<file path="src/rtl/upio_in_cond_if.sv">
// APB slave window used to configure the input-conditioning stage.
// 12-bit byte address, 32-bit data, zero wait states.
interface upio_in_cond_if;
  logic [11:0] PADDR;
  logic [31:0] PWDATA;
  logic        PWRITE;
  logic        PSEL;
  logic        PENABLE;
  logic [31:0] PRDATA;
  logic        PREADY;
  logic        PSLVERR;

  modport master (
    output PADDR,
    output PWDATA,
    output PWRITE,
    output PSEL,
    output PENABLE,
    input  PRDATA,
    input  PREADY,
    input  PSLVERR
  );

  modport slave (
    input  PADDR,
    input  PWDATA,
    input  PWRITE,
    input  PSEL,
    input  PENABLE,
    output PRDATA,
    output PREADY,
    output PSLVERR
  );
endinterface

</file>
<file path="src/rtl/upio_in_cond.sv">
// Input-conditioning stage ahead of the plugin upio_in_i bus.
// Each pad bit is synchronised, optionally debounced by its own counter, and
// filtered edges are latched into PEND to raise a level interrupt.
module upio_in_cond #(
  parameter int unsigned     N_PINS   = 8,
  parameter int unsigned     DB_W     = 16,
  parameter logic [DB_W-1:0] DB_RESET = DB_W'(99)
) (
  input  logic              clk_i,
  input  logic              rst_n,
  upio_in_cond_if.slave     bus,
  input  logic [N_PINS-1:0] pad_in_i,
  output logic [N_PINS-1:0] upio_in_o,
  output logic              int_o
);

  // Word offsets (PADDR[11:2]).
  localparam logic [9:0] AddrCtrl   = 10'd0;
  localparam logic [9:0] AddrThresh = 10'd1;
  localparam logic [9:0] AddrRise   = 10'd2;
  localparam logic [9:0] AddrFall   = 10'd3;
  localparam logic [9:0] AddrPend   = 10'd4;
  localparam logic [9:0] AddrSync   = 10'd5;
  localparam logic [9:0] AddrFilt   = 10'd6;

  localparam logic [DB_W-1:0] CntMax = '1;

  // State
  logic [N_PINS-1:0] sync1_q, sync1_d;
  logic [N_PINS-1:0] sync_q,  sync_d;
  logic [N_PINS-1:0] filt_q,  filt_d;
  logic [DB_W-1:0]   cnt_q [N_PINS];
  logic [DB_W-1:0]   cnt_d [N_PINS];
  logic [N_PINS-1:0] ctrl_q,  ctrl_d;
  logic [DB_W-1:0]   thresh_q, thresh_d;
  logic [N_PINS-1:0] rise_q,  rise_d;
  logic [N_PINS-1:0] fall_q,  fall_d;
  logic [N_PINS-1:0] pend_q,  pend_d;
  logic              int_q,   int_d;

  // Bus decode
  logic [9:0]        word;
  logic              mapped;
  logic              access;
  logic              wr_en;
  logic [N_PINS-1:0] wdata_pins;
  logic [N_PINS-1:0] w1c;
  logic [N_PINS-1:0] rise_ev;
  logic [N_PINS-1:0] fall_ev;

  // Address bits below word granularity and upper data bits carry no meaning here.
  logic unused_bits;
  assign unused_bits = ^{bus.PADDR[1:0], bus.PWDATA};

  assign word       = bus.PADDR[11:2];
  assign mapped     = (word <= AddrFilt);
  assign access     = bus.PSEL & bus.PENABLE;
  assign wr_en      = access & bus.PWRITE & mapped;
  assign wdata_pins = bus.PWDATA[N_PINS-1:0];

  assign bus.PREADY  = 1'b1;
  assign bus.PSLVERR = access & ~mapped;

  // Combinational read mux, qualified by PSEL only so data is valid in setup phase too.
  always_comb begin
    bus.PRDATA = '0;
    if (bus.PSEL) begin
      unique case (word)
        AddrCtrl:   bus.PRDATA = 32'(ctrl_q);
        AddrThresh: bus.PRDATA = 32'(thresh_q);
        AddrRise:   bus.PRDATA = 32'(rise_q);
        AddrFall:   bus.PRDATA = 32'(fall_q);
        AddrPend:   bus.PRDATA = 32'(pend_q);
        AddrSync:   bus.PRDATA = 32'(sync_q);
        AddrFilt:   bus.PRDATA = 32'(filt_q);
        default:    bus.PRDATA = '0;
      endcase
    end
  end

  // Configuration register writes.
  always_comb begin
    ctrl_d   = ctrl_q;
    thresh_d = thresh_q;
    rise_d   = rise_q;
    fall_d   = fall_q;
    if (wr_en) begin
      unique case (word)
        AddrCtrl:   ctrl_d   = wdata_pins;
        AddrThresh: thresh_d = bus.PWDATA[DB_W-1:0];
        AddrRise:   rise_d   = wdata_pins;
        AddrFall:   fall_d   = wdata_pins;
        default:    ;
      endcase
    end
  end

  // Synchroniser and per-bit debounce filter.
  always_comb begin
    sync1_d = pad_in_i;
    sync_d  = sync1_q;
    filt_d  = filt_q;
    for (int i = 0; i < int'(N_PINS); i++) begin
      cnt_d[i] = '0;
      if (!ctrl_q[i]) begin
        filt_d[i] = sync_q[i];
      end else if (sync_q[i] != filt_q[i]) begin
        // >= so that lowering THRESH mid-count releases on the next edge.
        if (cnt_q[i] >= thresh_q) begin
          filt_d[i] = sync_q[i];
        end else if (cnt_q[i] != CntMax) begin
          cnt_d[i] = cnt_q[i] + DB_W'(1);
        end else begin
          cnt_d[i] = cnt_q[i];
        end
      end
    end
  end

  // Edge latch: a new event in the same cycle as a W1C on that bit keeps it set.
  always_comb begin
    rise_ev = filt_d & ~filt_q;
    fall_ev = ~filt_d & filt_q;
    w1c     = (wr_en && word == AddrPend) ? wdata_pins : '0;
    pend_d  = (pend_q & ~w1c) | (rise_ev & rise_q) | (fall_ev & fall_q);
    int_d   = |pend_d;
  end

  // State registers; THRESH is the only field with a non-zero reset value.
  always_ff @(posedge clk_i or negedge rst_n) begin
    if (!rst_n) begin
      sync1_q  <= '0;
      sync_q   <= '0;
      filt_q   <= '0;
      ctrl_q   <= '0;
      thresh_q <= DB_RESET;
      rise_q   <= '0;
      fall_q   <= '0;
      pend_q   <= '0;
      int_q    <= 1'b0;
      for (int i = 0; i < int'(N_PINS); i++) begin
        cnt_q[i] <= '0;
      end
    end else begin
      sync1_q  <= sync1_d;
      sync_q   <= sync_d;
      filt_q   <= filt_d;
      ctrl_q   <= ctrl_d;
      thresh_q <= thresh_d;
      rise_q   <= rise_d;
      fall_q   <= fall_d;
      pend_q   <= pend_d;
      int_q    <= int_d;
      for (int i = 0; i < int'(N_PINS); i++) begin
        cnt_q[i] <= cnt_d[i];
      end
    end
  end

  assign upio_in_o = filt_q;
  assign int_o     = int_q;

endmodule

</file>
<file path="src/flat_wrapper.sv">
// flat-port wrapper written by rule: the top's interface ports become plain ports
module upio_in_cond_flat 
#(
  parameter int unsigned     N_PINS   = 8,
  parameter int unsigned     DB_W     = 16,
  parameter logic [DB_W-1:0] DB_RESET = DB_W'(99)
)
  (clk_i, rst_n, pad_in_i, upio_in_o, int_o, bus_PADDR, bus_PWDATA, bus_PWRITE, bus_PSEL, bus_PENABLE, bus_PRDATA, bus_PREADY, bus_PSLVERR);
  upio_in_cond_if bus_i ();
  input  logic clk_i;
  input  logic rst_n;
  input  logic [N_PINS-1:0] pad_in_i;
  output logic [N_PINS-1:0] upio_in_o;
  output logic int_o;
  input wire logic [$bits(bus_i.PADDR)-1:0] bus_PADDR;
  input wire logic [$bits(bus_i.PWDATA)-1:0] bus_PWDATA;
  input wire logic [$bits(bus_i.PWRITE)-1:0] bus_PWRITE;
  input wire logic [$bits(bus_i.PSEL)-1:0] bus_PSEL;
  input wire logic [$bits(bus_i.PENABLE)-1:0] bus_PENABLE;
  output wire logic [$bits(bus_i.PRDATA)-1:0] bus_PRDATA;
  output wire logic [$bits(bus_i.PREADY)-1:0] bus_PREADY;
  output wire logic [$bits(bus_i.PSLVERR)-1:0] bus_PSLVERR;
  assign bus_i.PADDR = bus_PADDR;
  assign bus_i.PWDATA = bus_PWDATA;
  assign bus_i.PWRITE = bus_PWRITE;
  assign bus_i.PSEL = bus_PSEL;
  assign bus_i.PENABLE = bus_PENABLE;
  assign bus_PRDATA = bus_i.PRDATA;
  assign bus_PREADY = bus_i.PREADY;
  assign bus_PSLVERR = bus_i.PSLVERR;
  upio_in_cond #(.N_PINS(N_PINS), .DB_W(DB_W), .DB_RESET(DB_RESET)) u_core (.clk_i(clk_i), .rst_n(rst_n), .bus(bus_i), .pad_in_i(pad_in_i), .upio_in_o(upio_in_o), .int_o(int_o));
endmodule
</file>
<file path="config.mk">
export PLATFORM = sky130hd
export DESIGN_NAME = upio_in_cond_flat
export DESIGN_NICKNAME = d
export VERILOG_FILES = /design/src/rtl/upio_in_cond_if.sv /design/src/rtl/upio_in_cond.sv /design/src/flat_wrapper.sv
export SDC_FILE = /design/constraint.sdc
export NUM_CORES = 1
export LEC_CHECK = 0
export CAP_MARGIN = 30
export CORE_ASPECT_RATIO = 0.6
export CORE_MARGIN = 5
export CORE_UTILIZATION = 35
export CTS_BUF_LIST = sky130_fd_sc_hd__clkbuf_8
export DETAILED_ROUTE_END_ITERATION = 6
export SYNTH_ARGS = -nofsm -noshare
export SYNTH_HDL_FRONTEND = slang
export SYNTH_SLANG_ARGS = --single-unit
</file>
<file path="constraint.sdc">
create_clock -name clk_i -period 2.7 [get_ports clk_i]
set_input_delay 0.27 -clock clk_i [delete_from_list [all_inputs] [get_ports clk_i]]
set_output_delay 0.27 -clock clk_i [all_outputs]
set_load 0.05 [all_outputs]
</file>
==> reports/qor.yml <==
stdcell_count: 1943
status: "complete, but fails checks"
dp_cells: 1874
min_path_type: "input pin to flop"
grtUsageTotal_pct: 17.81
drt-wirelength-per-cell_microns: 18.72
synth-seq-area-share_pct: 40.14
gp_congestion: 0.8594
grt_pass1_vias: 9916
power_uw: 6242
antenna_left: 0
setup_ws_ps: -36.44
slew_headroom_pct: 54.29
finalSetupViolCount: 14
antenna_found_initial: 0
nets: 1648
numCtsBuffers: 34
initial_core_util_pct: 35.62
crit_fanout: 6
vdd_drop_max_v: 0.0003339
end_kind: "flop"
violations: "setup timing"
die_x_microns: 254.4
insertion_delay_ps: 550
post-route-period-util_pct: 101.3
worstMarginPinSlew_ps: 685.7
rows: 53
hold_violations: 0
power.density_mw_per_mm2: 385.2
p_leak_uw: 0.006978
fp.dieH_microns: 156.6
ys_types: 74
clock_sinks: 201
fin_skew_ps: 26.02
synthCells: 1269
portBuffers: 64
clockRootBuffer: "clkbuf_8"
dr.pass1.iters: 5
synth-main-ff-cell: "dfrtp_1"
drc: 0
post-place-ws_ps: -150.2
max_freq_ghz: 0.3654
syn2layout_area_growth_pct: 29.20
via_count: 10210
clk_pin_slew_worst_paths_ps: 70
htree_levels: 2
rsz0062_at_grt: "true"
clockBufferDepth: 3
ys_seq_elements: 201
drt_iter0_markers: 791
worstSetupPathType: "flop to flop"
totalWireLength_microns: 36370
ys_async_sr_fraction_pct: 100.0
die-area_sq_mm: 0.03984
grt_remaining_overflow: 0
cp.arrival_ps: 3210
final_cell_mix: "dfrtp_1 (197), ha_1 (130), nor2_1 (118)"
start_kind: "flop"
slew_violations: 0
tns_ps: -275.6
cts_tree: "built"
synth-edff-count: 0
grt_pass1_wl_microns: 55990
final_common_cell: "dfrtp_1"
antenna_cells: 0
core_sq_mm: 0.03521
grt_max_degree: 77
min_period_ps: 2736
num_io_pins: 100
fillers: 3245
maxCapViolCount: 0
syn_avg_cell_area_sq_um: 9.883
hpwlAfterDp_microns: 26440
via_per_inst: 5.255
drive_gt1_share_pct: 23.37
crit_required_ps: 3170
synth_warnings: 0
syn-cell-area_sq_mm: 0.01254
per-stage QoR:
step | utilization (%) | hold WS [ps] | area (sq um)
floorplan | - | -25.59 | 12600
global placement | 41.81 | 333.9 | 14720
detailed placement | 41.81 | 334.7 | 14720
CTS | 44.32 | 129.4 | 15610
global route | 46.02 | 118.3 | 16200
finish | 46.02 | 158.9 | 16200
power breakdown:
part / internal [uW] / switching [uW] / total [uW]
clock: 1480 / 1320 / 2800
sequential: 3040 / 27.4 / 3060
combinational: 139 / 239 / 377
total: 4660 / 1580 / 6240
cells in the mapped netlist, types with 6 or more instances:
library cell / n / area, sq um
mux2i_1: 17 / 170.2
dfrtp_1: 197 / 4930
ha_1: 136 / 1702
and4_1: 11 / 96.34
and2_1: 15 / 93.84
and3_1: 31 / 193.9
a211oi_1: 17 / 127.6
a21o_1: 7 / 52.55
clkbuf_1: 16 / 60.06
nand2_1: 85 / 319.1
xnor2_1: 34 / 297.8
mux2_2: 48 / 540.5
nor2b_1: 28 / 175.2
a21oi_1: 50 / 250.2
o21ai_0: 38 / 190.2
nand4_1: 47 / 294.0
xor2_1: 67 / 586.8
nor2_1: 163 / 611.8
a22oi_1: 13 / 97.59
buf_4: 18 / 135.1
a31oi_1: 9 / 56.30
nand3_1: 53 / 265.3
o21a_1: 6 / 45.04
nand2b_1: 8 / 50.05
inv_1: 38 / 142.6
nor3_1: 17 / 85.08
a22o_1: 6 / 52.55
state kept, by name, summed over array words and instances (netlist names):
signal / cells
u_core.thresh_q: 16
u_core.rise_q: 8
u_core.int_o: 1
u_core.cnt_q: 128
u_core.sync_q: 8
u_core.pend_q: 8
u_core.ctrl_q: 8
u_core.upio_in_o: 8
u_core.fall_q: 8
u_core.sync1_q: 8
routing by layer:
| layer | global-route usage (%) | wire length (microns) | up-vias |
|---|---|---|---|
| met5 | 0 | 0 | - |
| met4 | 4.113 | 682 | 0 |
| met3 | 3.588 | 2062 | 51 |
| met2 | 26.07 | 15580 | 255 |
| met1 | 27.07 | 18050 | 5005 |
| li1 | - | - | 4900 |
worst max-delay path, cell delays in order (launching register included):
cell	delay (ps)
dfstp_2	560
clkinvlp_4	160
buf_12	170
buf_6	120
ha_4	210
nor2b_4	120
o211ai_1	170
a31oi_1	110
or4_4	520
o21bai_4	260
buf_8	190
nor2_4	80
layout make-up:
class                      instances  area [sq um]  area share [%]
clock buffer                      45         619.3           3.822
sequential                       201          5035           31.07
multi-input combinational       1003          7795           48.10
inverter                          38         150.1          0.9266
tap                              467         584.3           3.606
clock inverter                    12         53.80          0.3320
timing repair buffer             177          1967           12.14
cells by family after synthesis:
logic type | after synthesis | synth area share [%]
AND/OR/NAND/NOR | 494 | 20.00
flip-flops | 201 | 40.14
XOR/XNOR | 101 | 7.053
multiplexers | 69 | 6.295
AO/OA/AOI/OAI | 186 | 9.776
adder cells (fa/ha/maj) | 136 | 13.57
buffers and inverters | 80 | 3.103
other | 2 | 0.05988
worst paths after layout:
kind | endpoint | cells after the start | from | slack, ps
setup / recovery | u_core.cnt_q[87]$_DFFE_PN0P_ | 11 | u_core.thresh_q[1]$_DFFE_PN1P_ | -40
hold / removal | u_core.sync1_q[5]$_DFF_PN0_ | 1 | pad_in_i[5] | 160
setup reg to reg | u_core.cnt_q[87]$_DFFE_PN0P_ | 11 | u_core.thresh_q[1]$_DFFE_PN1P_ | -40
hold reg to reg | u_core.sync_q[2]$_DFF_PN0_ | 0 | u_core.sync1_q[2]$_DFF_PN0_ | 350
max in group asynchronous | u_core.cnt_q[15]$_DFFE_PN0P_ | 3 | rst_n | 1560
min in group asynchronous | u_core.cnt_q[99]$_DFFE_PN0P_ | 2 | rst_n | 330
what timing repair did:
item                                    4_1_cts  5_1_grt
buffers inserted                              5        3
gates resized for setup                      33      122
endpoints found under the setup margin       61      126
hold buffers                                  1        0
pin swaps                                    18       56
cloned                                        1        3
endpoints found under the hold margin        69        0
No activity file was read; power rests on OpenSTA's default activity.
